File: src/rtl/draw_pkg.sv
// rtl/draw_pkg.sv - shared text-overlay constants, message IDs and controller state type
//
// Purpose: constants and helpers shared by the text buffer controller and its
// message ROM.
// Contents:
//   TXT_COLS / TXT_ROWS  character grid size (32 x 8)
//   CHAR_SPACE           ASCII space, used as the clear/fill code
//   MSG_*                message IDs understood by text_msg_rom
//   txt_ctrl_state_t     controller FSM states
//   msg_char()           character at (msg, col) of the built-in message table
package draw_pkg;

  localparam int TXT_COLS = 32;
  localparam int TXT_ROWS = 8;
  localparam logic [6:0] CHAR_SPACE = 7'h20;

  localparam logic [4:0] MSG_START = 5'd0;
  localparam logic [4:0] MSG_SCORE = 5'd1;
  localparam logic [4:0] MSG_MISS  = 5'd2;
  localparam logic [4:0] MSG_GOAL  = 5'd3;

  typedef enum logic [1:0] {
    TXT_IDLE,
    TXT_CLEAR,
    TXT_COPY,
    TXT_DONE
  } txt_ctrl_state_t;

  // Messages are stored as 16-char left-aligned strings; columns 16..31 and
  // unused message IDs are spaces.
  function automatic logic [6:0] msg_char(input logic [4:0] msg, input logic [4:0] col);
    logic [127:0] text;
    logic [3:0]   idx;
    logic [6:0]   ch;
    case (msg)
      MSG_START: text = "PRESS START     ";
      MSG_SCORE: text = "SCORE           ";
      MSG_MISS:  text = "MISS            ";
      MSG_GOAL:  text = "GOAL!           ";
      default:   text = {16{8'h20}};
    endcase
    // Leftmost character sits in the most significant byte of the literal.
    idx = 4'd15 - col[3:0];
    if (col[4]) ch = CHAR_SPACE;
    else        ch = text[{idx, 3'b000} +: 7];
    return ch;
  endfunction

endpackage

File: src/rtl/text_msg_rom.sv
// rtl/text_msg_rom.sv - synchronous message ROM, 32 messages x 32 chars
//
// Purpose: returns one 7-bit ASCII character per cycle, one cycle after addr.
// Ports:
//   clk   in   clock
//   addr  in   {msg[4:0], col[4:0]}
//   data  out  registered character
module text_msg_rom
  import draw_pkg::*;
(
  input  logic       clk,
  input  logic [9:0] addr,
  output logic [6:0] data
);

  always_ff @(posedge clk) begin
    data <= msg_char(addr[9:5], addr[4:0]);
  end

endmodule

File: src/rtl/text_buffer_ctrl.sv
// rtl/text_buffer_ctrl.sv - 32x8 character buffer with clear and round-robin message copy
//
// Purpose: owns the text overlay character RAM; clears it on reset or clr_req
// and copies 32-char messages from text_msg_rom into rows on behalf of two
// requesters arbitrated round-robin.
// Ports:
//   clk, rst                       clock, synchronous active-high reset
//   a_valid/a_row/a_msg/a_ready    requester A (game FSM)
//   b_valid/b_row/b_msg/b_ready    requester B (score updater)
//   clr_req                        level request to clear the buffer
//   rd_xy / rd_char                renderer read port {row[3:0], col[7:0]} -> char (1-cycle)
//   busy / done                    operation in progress / one-cycle completion pulse
module text_buffer_ctrl
  import draw_pkg::*;
#(
  parameter int         COLS     = TXT_COLS,
  parameter int         ROWS     = TXT_ROWS,
  parameter logic [6:0] CLR_CHAR = CHAR_SPACE
) (
  input  logic        clk,
  input  logic        rst,
  input  logic        a_valid,
  input  logic [2:0]  a_row,
  input  logic [4:0]  a_msg,
  output logic        a_ready,
  input  logic        b_valid,
  input  logic [2:0]  b_row,
  input  logic [4:0]  b_msg,
  output logic        b_ready,
  input  logic        clr_req,
  input  logic [11:0] rd_xy,
  output logic [6:0]  rd_char,
  output logic        busy,
  output logic        done
);

  txt_ctrl_state_t state, state_nx;
  logic [7:0] cnt, cnt_nx;
  logic [2:0] row_q;
  logic [4:0] msg_q;
  logic       cur_b;   // requester being served is B
  logic       last_b;  // last completed copy was for B
  logic       win_b;
  logic       accept;

  logic [9:0] rom_addr;
  logic [6:0] rom_data;
  logic       we;
  logic [7:0] waddr;
  logic [6:0] wdata;
  logic [6:0] mem [256];

  logic [3:0] rd_row;
  logic [7:0] rd_col;
  logic       rd_in_range;

  // With no valid requester the winner is whoever was not served last, so
  // exactly one ready is offered while idle.
  always_comb begin
    if (a_valid) win_b = b_valid && !last_b;
    else         win_b = b_valid || !last_b;
  end

  assign rom_addr = {msg_q, cnt[4:0]};

  text_msg_rom u_rom (
    .clk  (clk),
    .addr (rom_addr),
    .data (rom_data)
  );

  always_comb begin
    state_nx = state;
    cnt_nx   = cnt;
    a_ready  = 1'b0;
    b_ready  = 1'b0;
    busy     = 1'b0;
    done     = 1'b0;
    accept   = 1'b0;
    we       = 1'b0;
    waddr    = cnt;
    wdata    = CLR_CHAR;
    case (state)
      TXT_IDLE: begin
        if (clr_req) begin
          state_nx = TXT_CLEAR;
          cnt_nx   = 8'd0;
        end else begin
          a_ready = !win_b;
          b_ready = win_b;
          if ((a_valid && !win_b) || (b_valid && win_b)) begin
            accept   = 1'b1;
            state_nx = TXT_COPY;
            cnt_nx   = 8'd0;
          end
        end
      end
      TXT_CLEAR: begin
        busy   = 1'b1;
        we     = 1'b1;
        cnt_nx = cnt + 8'd1;
        if (cnt == 8'd255) state_nx = TXT_DONE;
      end
      TXT_COPY: begin
        // ROM data lags its address by one cycle, so cycle k writes column k-1.
        busy   = 1'b1;
        we     = (cnt != 8'd0);
        waddr  = {row_q, cnt[4:0] - 5'd1};
        wdata  = rom_data;
        cnt_nx = cnt + 8'd1;
        if (cnt == 8'd32) state_nx = TXT_DONE;
      end
      TXT_DONE: begin
        done     = 1'b1;
        state_nx = TXT_IDLE;
      end
      default: state_nx = TXT_IDLE;
    endcase
  end

  always_ff @(posedge clk) begin
    if (rst) begin
      state  <= TXT_CLEAR;
      cnt    <= 8'd0;
      row_q  <= 3'd0;
      msg_q  <= 5'd0;
      cur_b  <= 1'b0;
      last_b <= 1'b1;
    end else begin
      state <= state_nx;
      cnt   <= cnt_nx;
      if (accept) begin
        row_q <= win_b ? b_row : a_row;
        msg_q <= win_b ? b_msg : a_msg;
        cur_b <= win_b;
      end
      // Only a copy that runs to completion moves the round-robin pointer.
      if (state == TXT_COPY && cnt == 8'd32) last_b <= cur_b;
    end
  end

  // Reset aborts any write in flight; the post-reset clear rewrites everything.
  always_ff @(posedge clk) begin
    if (we && !rst) mem[waddr] <= wdata;
  end

  assign rd_row      = rd_xy[11:8];
  assign rd_col      = rd_xy[7:0];
  assign rd_in_range = (32'(rd_row) < ROWS) && (32'(rd_col) < COLS);

  // Read-first: a same-cycle write to this cell is seen on the following read.
  always_ff @(posedge clk) begin
    if (rst)              rd_char <= CLR_CHAR;
    else if (rd_in_range) rd_char <= mem[{rd_row[2:0], rd_col[4:0]}];
    else                  rd_char <= CLR_CHAR;
  end

endmodule
File: config.mk
export PLATFORM = sky130hd
export DESIGN_NAME = text_buffer_ctrl
export DESIGN_NICKNAME = d
export VERILOG_FILES = /design/src/rtl/draw_pkg.sv /design/src/rtl/text_msg_rom.sv /design/src/rtl/text_buffer_ctrl.sv
export SDC_FILE = /design/constraint.sdc
export NUM_CORES = 2
export LEC_CHECK = 0
export BUFFER_PORTS_ARGS = -buffer_cell sky130_fd_sc_hd__buf_4
export CORE_ASPECT_RATIO = 1.5
export CORE_MARGIN = 3
export CORE_UTILIZATION = 57
export CTS_CLUSTER_SIZE = 40
export DETAILED_ROUTE_END_ITERATION = 6
export PLACE_DENSITY_LB_ADDON = 0.1
export SLEW_MARGIN = 40
export SYNTH_ARGS = -nofsm -noshare
export SYNTH_HDL_FRONTEND = slang
export SYNTH_SLANG_ARGS = --single-unit
File: constraint.sdc
create_clock -name clk -period 4.94 [get_ports clk]
set_input_delay 0.988 -clock clk [delete_from_list [all_inputs] [get_ports clk]]
set_output_delay 0.988 -clock clk [all_outputs]
set_load 0.03 [all_outputs]
## Word level (Yosys, flattened, before mapping)

Memory sizes are Yosys's and may differ from the RTL's. A register that Yosys moved wholly into a read port is not among the register bits.
Index checks and enable logic that the tools add are counted.

- Input port bits: 33
- Memories: 1
- Register bits: 27
- Memory bits (writable): 1792

Memories:

| memory | depth | width | rd ports | clocked after memory_dff | write ports | line | text |
|---|---|---|---|---|---|---|---|
| mem | 256 | 7 | 1 | 1 | 1 | text_buffer_ctrl.sv:51 | `logic [6:0] mem [256];` |

- $lt $le $gt $ge: 2
- Mux-type cells: 26
- Shifts and indexed selects: 1
- $add $sub $neg: 3
- Eq/ne operators: 11
- Bitwise gates (word level): 1
- Reduce and logical (&&, ||, !) cells: 19

Operators with widths:

| kind | number |
|---|---|
| 127-bit one-hot mux with 4 select lines | 1 |
| 128-bit by 8-bit indexed part select with 7-bit output | 1 |
| 8-bit 2-to-1 mux | 3 |
| 8-bit one-hot mux with 2 select lines | 1 |
| 1-bit 2-to-1 mux | 12 |
| 5-bit by 2-bit equality test with 1-bit output (second input constant) | 2 |
| 8-bit by 1-bit adder with 8-bit output (second input constant) | 1 |
| 8-bit by 6-bit equality test with 1-bit output (second input constant) | 1 |
| 8-bit equality test (second input constant) | 1 |
| 8-bit by 6-bit < comparator with 1-bit output (second input constant) | 1 |
| 2-bit 2-to-1 mux | 4 |
| 2-bit one-hot mux with 4 select lines | 1 |
| 8-bit nonzero test | 1 |
| 7-bit 2-to-1 mux | 1 |
| 1-bit logical AND | 6 |
| 5-bit by 1-bit equality test with 1-bit output (second input constant) | 1 |
| 5-bit logical NOT | 1 |
| 5-bit 2-to-1 mux | 1 |
| 5-bit by 1-bit subtractor with 5-bit output (second input constant) | 1 |
| 2-bit equality test (second input constant) | 2 |
| 4-bit < comparator (second input constant) | 1 |
| 2-bit != test (second input constant) | 2 |
| 2-bit OR reduction | 2 |
| 4-bit subtractor (first input constant) | 1 |
| other kinds (11) | 14 |

## Logic depth before layout (Yosys ltp)

- Depth in word-level cells: 9
- Depth in mapped cells: 12
- Depth with buffers taken out: 9

## By module

Synthesis repeated with hierarchy kept, for this count alone.

- Cell total of the unflattened synthesis: 3656
- Area, all modules: 71944.0 µm²

Modules (own cells, without submodules):

| module | times used | seq. area each (µm²) | area each (µm²) | cells an instance |
|---|---|---|---|---|
| text_buffer_ctrl | 1 | 54352.1 | 71473.5 | 3594 |
| text_msg_rom | 1 | 140.1 | 470.5 | 62 |

## Worst setup path after synthesis

No wires, ideal clock.

- Path kind: reg2reg
- Start: register state[0]
- End: memory mem[0][0], data pin
- Path buffers: 2
- Period minus slack after synthesis: 5.270 ns
- Stages on the path, launching flop included: 6
- Setup time: 0.868 ns
- Arrival: 4.402 ns
- Setup slack: -0.330 ns
- Data required time: 4.072 ns
- Path through: dfxtp_1 > inv_1 > ha_1 > clkbuf_1 > clkbuf_1 > and2_1

- Longest elaborated chain between the ends: 2

RTL lines:

| what | line | text |
|---|---|---|
| from (decl) | text_buffer_ctrl.sv:37 | `txt_ctrl_state_t state, state_nx;` |
| from (signal assigned) | text_buffer_ctrl.sv:130 | `state <= state_nx;` |
| 2-bit equality test | text_buffer_ctrl.sv:83 | `case (state)` |
| 7-bit 2-to-1 mux | text_buffer_ctrl.sv:83 |  |
| named net wdata[0] | text_buffer_ctrl.sv:50 | `logic [6:0] wdata;` |
| to (decl) | text_buffer_ctrl.sv:51 |  |

The timed path passes the listed nets, and every way through them passes these cells.

## Worst setup path after layout

- Start: register cnt[0]
- End: memory mem[255][4] (enable)

- Longest elaborated chain between the ends: 5
- Elaborated cells between the ends (all ways): 7
- Those cells by class: add/sub (1); mux (4); reduce/logical (2)

RTL lines:

| what | line | text |
|---|---|---|
| from (decl) | text_buffer_ctrl.sv:38 | `logic [7:0] cnt, cnt_nx;` |
| from (signal assigned) | text_buffer_ctrl.sv:131 | `cnt <= cnt_nx;` |
| 8-bit nonzero test | text_buffer_ctrl.sv:107 | `we = (cnt != 8'd0);` |
| 1-bit one-hot mux with 2 select lines | text_buffer_ctrl.sv:83 |  |
| 1-bit logical AND | text_buffer_ctrl.sv:144 | `if (we && !rst) mem[waddr] <= wdata;` |
| 1-bit 2-to-1 mux | text_buffer_ctrl.sv:144 |  |
| 1-bit 2-to-1 mux (implied by the code) | text_buffer_ctrl.sv:144 |  |

Parallel ways exist; a longest one is shown, timed or not.

==> results.cfg <==
[global_routing]
overflow = 0
grt_pass1_vias = 38828
grt_pass1_wl_um = 272000
track_usage_pct = 29.2
antenna_found_initial = 4
grt_max_degree = 157

[cts]
cts_setup_buffers = 0
clk_latency_ns = 0.81
cts-resized-gates = 0
cts_buffers = 164
clk_pin_slew_ns = 0.06
clkSinkCount = 1826
clockBufferDepth = 3
htree_num_levels = 4
cts_tree = built
cts-root-buf = clkbuf_16
cts_hold_buf = 0

[timing]
fmax_mhz = 240
slew-limit-headroom_pct = 40.5
setup-tns-final_ns = 0
finalSetupViolCount = 0
worstMarginPinSlew_ns = 0.893
fin_crit_sh_pct = 84.4
layout_min_cycle_time_ns = 4.17
drv_slew = 0
clock_skew_ns = 0.0252
rsz0062_at_grt = false
final_hold_viol_count = 0
setup_ws_ns = 0.772

[finish]
syn_to_final_growth_pct = 14.0
fillers = 8290
multiInputGateArea_um2 = 16200
drive_above_1_share_pct = 26.2
fin_area_um2 = 82200
nets = 4083
register_area_um2 = 54500

[worst_setup_path]
startpoint_type = flip-flop
cp-startpoint = cnt[0]
crit_path_end_kind = flip-flop
cpMaxStageDelayCell = dfxtp_1
cp.required_ns = 5.47
path_cells = clkinv_1 -> ha_1 -> nor4b_1 -> a31oi_1 -> o21ai_1 -> nor2_1 -> nand2_1 -> buf_4 -> nor2_1 -> buf_4
cp_max_fo = 20
cp.arrival_ns = 4.69
rr_worst_depth = 10
rr_endpoint = mem[255][4]
path_class = flip-flop to flip-flop
rrSetupSlack_ns = 0.77
reg2reg_from = cnt[0]
cpPeakStageDelay_ns = 0.75

[floorplanning]
io_pins = 44
fp.dieH_um = 441
core_region_area_um2 = 125000
die_w_um = 296
die-area_um2 = 131000
rows = 159
initial_core_util_pct = 57.5

[synth]
synth_flop_cell = edfxtp_1
synth_cells = 3652
synthTopCellsByArea = edfxtp_1 75%, mux4_2 11%, mux2i_1 3.6%
synth_edf_count = 1792
yosys_warnings = 0
synth_top_area_cell = edfxtp_1
syn_area_um2 = 72000
ys_seq_elements = 1826
synth_top_area_share_pct = 74.7
synthArstFlopShare_pct = 0
synth_area_per_cell_um2 = 19.7
synthDistinctLibCells = 68
synth.yosys.seq_area_share_pct = 75.6
syn_nets = 3691

[hold_path]
hp-start = b_valid
whs_path_depth = 3
hp-class = primary input to flip-flop
hold_end = cur_b

[placement]
dpl_cell_area_um2 = 76700
hpwl_um = 121000
numPortBuffers = 43
place_congestion = 0.872
place_ws_ns = 0.379

[pwr]
total_leakage_power_uw = 0.0290
power.density_nw_per_um2 = 391
ir_worst_vdd_v = 0.000338
power_uw = 32100

[drt]
vias = 37929
drt-initial-drc-count = 4128
wire_per_inst_um = 32.0
antenna_left = 0
dr.pass1.iters = 6
vias_per_cell = 6.55
wl_um = 186000
drc_errors = 0

[flow_run]
cap_viol_max_count = 0

[status]
status = complete, no violations
-- cell usage after synthesis (3+ instances only) --
cell and n:
edfxtp_1 1792, mux4_2 364, nor2_1 346, mux2i_1 262, o221ai_1 124, clkbuf_1 119, nand2_1 112, o22ai_1 70
a21oi_1 50, a211oi_1 45, buf_6 45, dfxtp_1 34, buf_2 32, nor3_1 23, o21ai_0 18, buf_1 16
buf_4 15, nand2b_1 15, nand3_1 11, a21boi_0 9, inv_1 9, and2_1 8, nor2b_1 8, or3_1 8
a2111oi_0 6, a211o_1 6, a22oi_1 6, ha_1 6, o31ai_1 6, xor2_1 6, a31oi_1 5, nand4_1 5
nor4_1 5, o311ai_0 5, mux2_2 4, or2_2 4, and3_1 3, buf_8 3, clkinv_1 3, nand3b_1 3
o32ai_1 3, or4_1 3, xnor2_1 3
-- area by class of cell --
cell class	instances	area share [%]
Antenna cell	5	0.0152
Inverter	12	0.0609
Clock inverter	102	1.37
Sequential cell	1826	66.3
Clock buffer	198	5.26
Multi-Input combinational cell	1583	19.8
Tap cell	1610	2.45
Timing Repair Buffer	457	4.76
-- report_power, final --
group,leakage (uW),internal [uW],switching (uW)
Clock,0.00266,7280,5630
Sequential,0.0186,17100,75.5
Combinational,0.00773,691,1380
Total,0.0290,25000,7080
-- sequential cells by signal, indices dropped and copies added (netlist names) --
signal and count:
rd_char 7, cnt 8, mem 1792, state 2, last_b 1, msg_q 5
cur_b 1, row_q 3, u_rom.data 7
-- how the worst max path moves through the flow --
stage / to / slack, ns
2_1_floorplan: mem[0][5] / -0.24
3_3_place_gp: rd_char[4] / 0.28
3_5_place_dp: rd_char[4] / 0.38
4_1_cts: mem[144][0] / 0.73
5_1_grt: mem[143][5] / 0.57
6_report: mem[255][4] / 0.77
-- layout by cell type, fill, tap and decap left out, types with 7 or more instances in the layout --
cell type,netlist,layout
a211oi_1,45,45
a21boi_0,9,9
a21oi_1,50,50
buf_12,1,37
buf_4,15,417
bufinv_16,0,19
clkbuf_1,119,26
clkbuf_16,0,165
clkbuf_8,0,7
clkinv_1,3,32
clkinv_2,0,32
dfxtp_1,34,34
edfxtp_1,1792,1792
inv_1,9,9
mux2i_1,262,262
mux4_2,364,364
nand2_1,112,111
nand2b_1,15,10
nand3_1,11,11
nor2_1,346,344
nor2b_1,8,8
nor3_1,23,23
o21ai_0,18,16
o221ai_1,124,124
o22ai_1,70,70
-- routing by layer --
layer,GRT usage (%),up-vias,wire length [um]
li1,-,15830,-
met1,37.5,20040,68000
met2,50.4,1698,97800
met3,4.61,357,12100
met4,11.2,4,7700
met5,0,-,27
-- critical path, delay by kind of cell, from the launching register on --
family | cells | cell delay (ns)
buf+inv | 3 | 1.03
flops | 1 | 0.75
simple gates | 4 | 1.32
compound gates | 2 | 0.41
fa+ha+maj | 1 | 0.37
-- cell families (layout without fill, tap and decap cells) --
| group | Yosys count | after routing | share of synthesized area [%] |
|---|---|---|---|
| flops | 1826 | 1826 | 75.6 |
| simple gates | 556 | 556 | 3.20 |
| other cells | 0 | 5 | 0 |
| buf+inv | 243 | 769 | 1.94 |
| fa+ha+maj | 7 | 7 | 0.118 |
| mux | 631 | 631 | 15.1 |
| xor+xnor | 9 | 9 | 0.109 |
| compound gates | 380 | 380 | 3.89 |
-- stage by stage --
step / util, % / hold WS [ns] / std cells
2_1_floorplan: - / 0.463 / 3652
3_3_place_gp: 61.1 / 0.476 / 5486
3_5_place_dp: 61.2 / 0.496 / 5488
4_1_cts: 65.5 / 0.415 / 5788
5_1_grt: 65.5 / 0.445 / 5788
6_report: 65.6 / 0.468 / 5793
(Power assumes the default switching activity.)
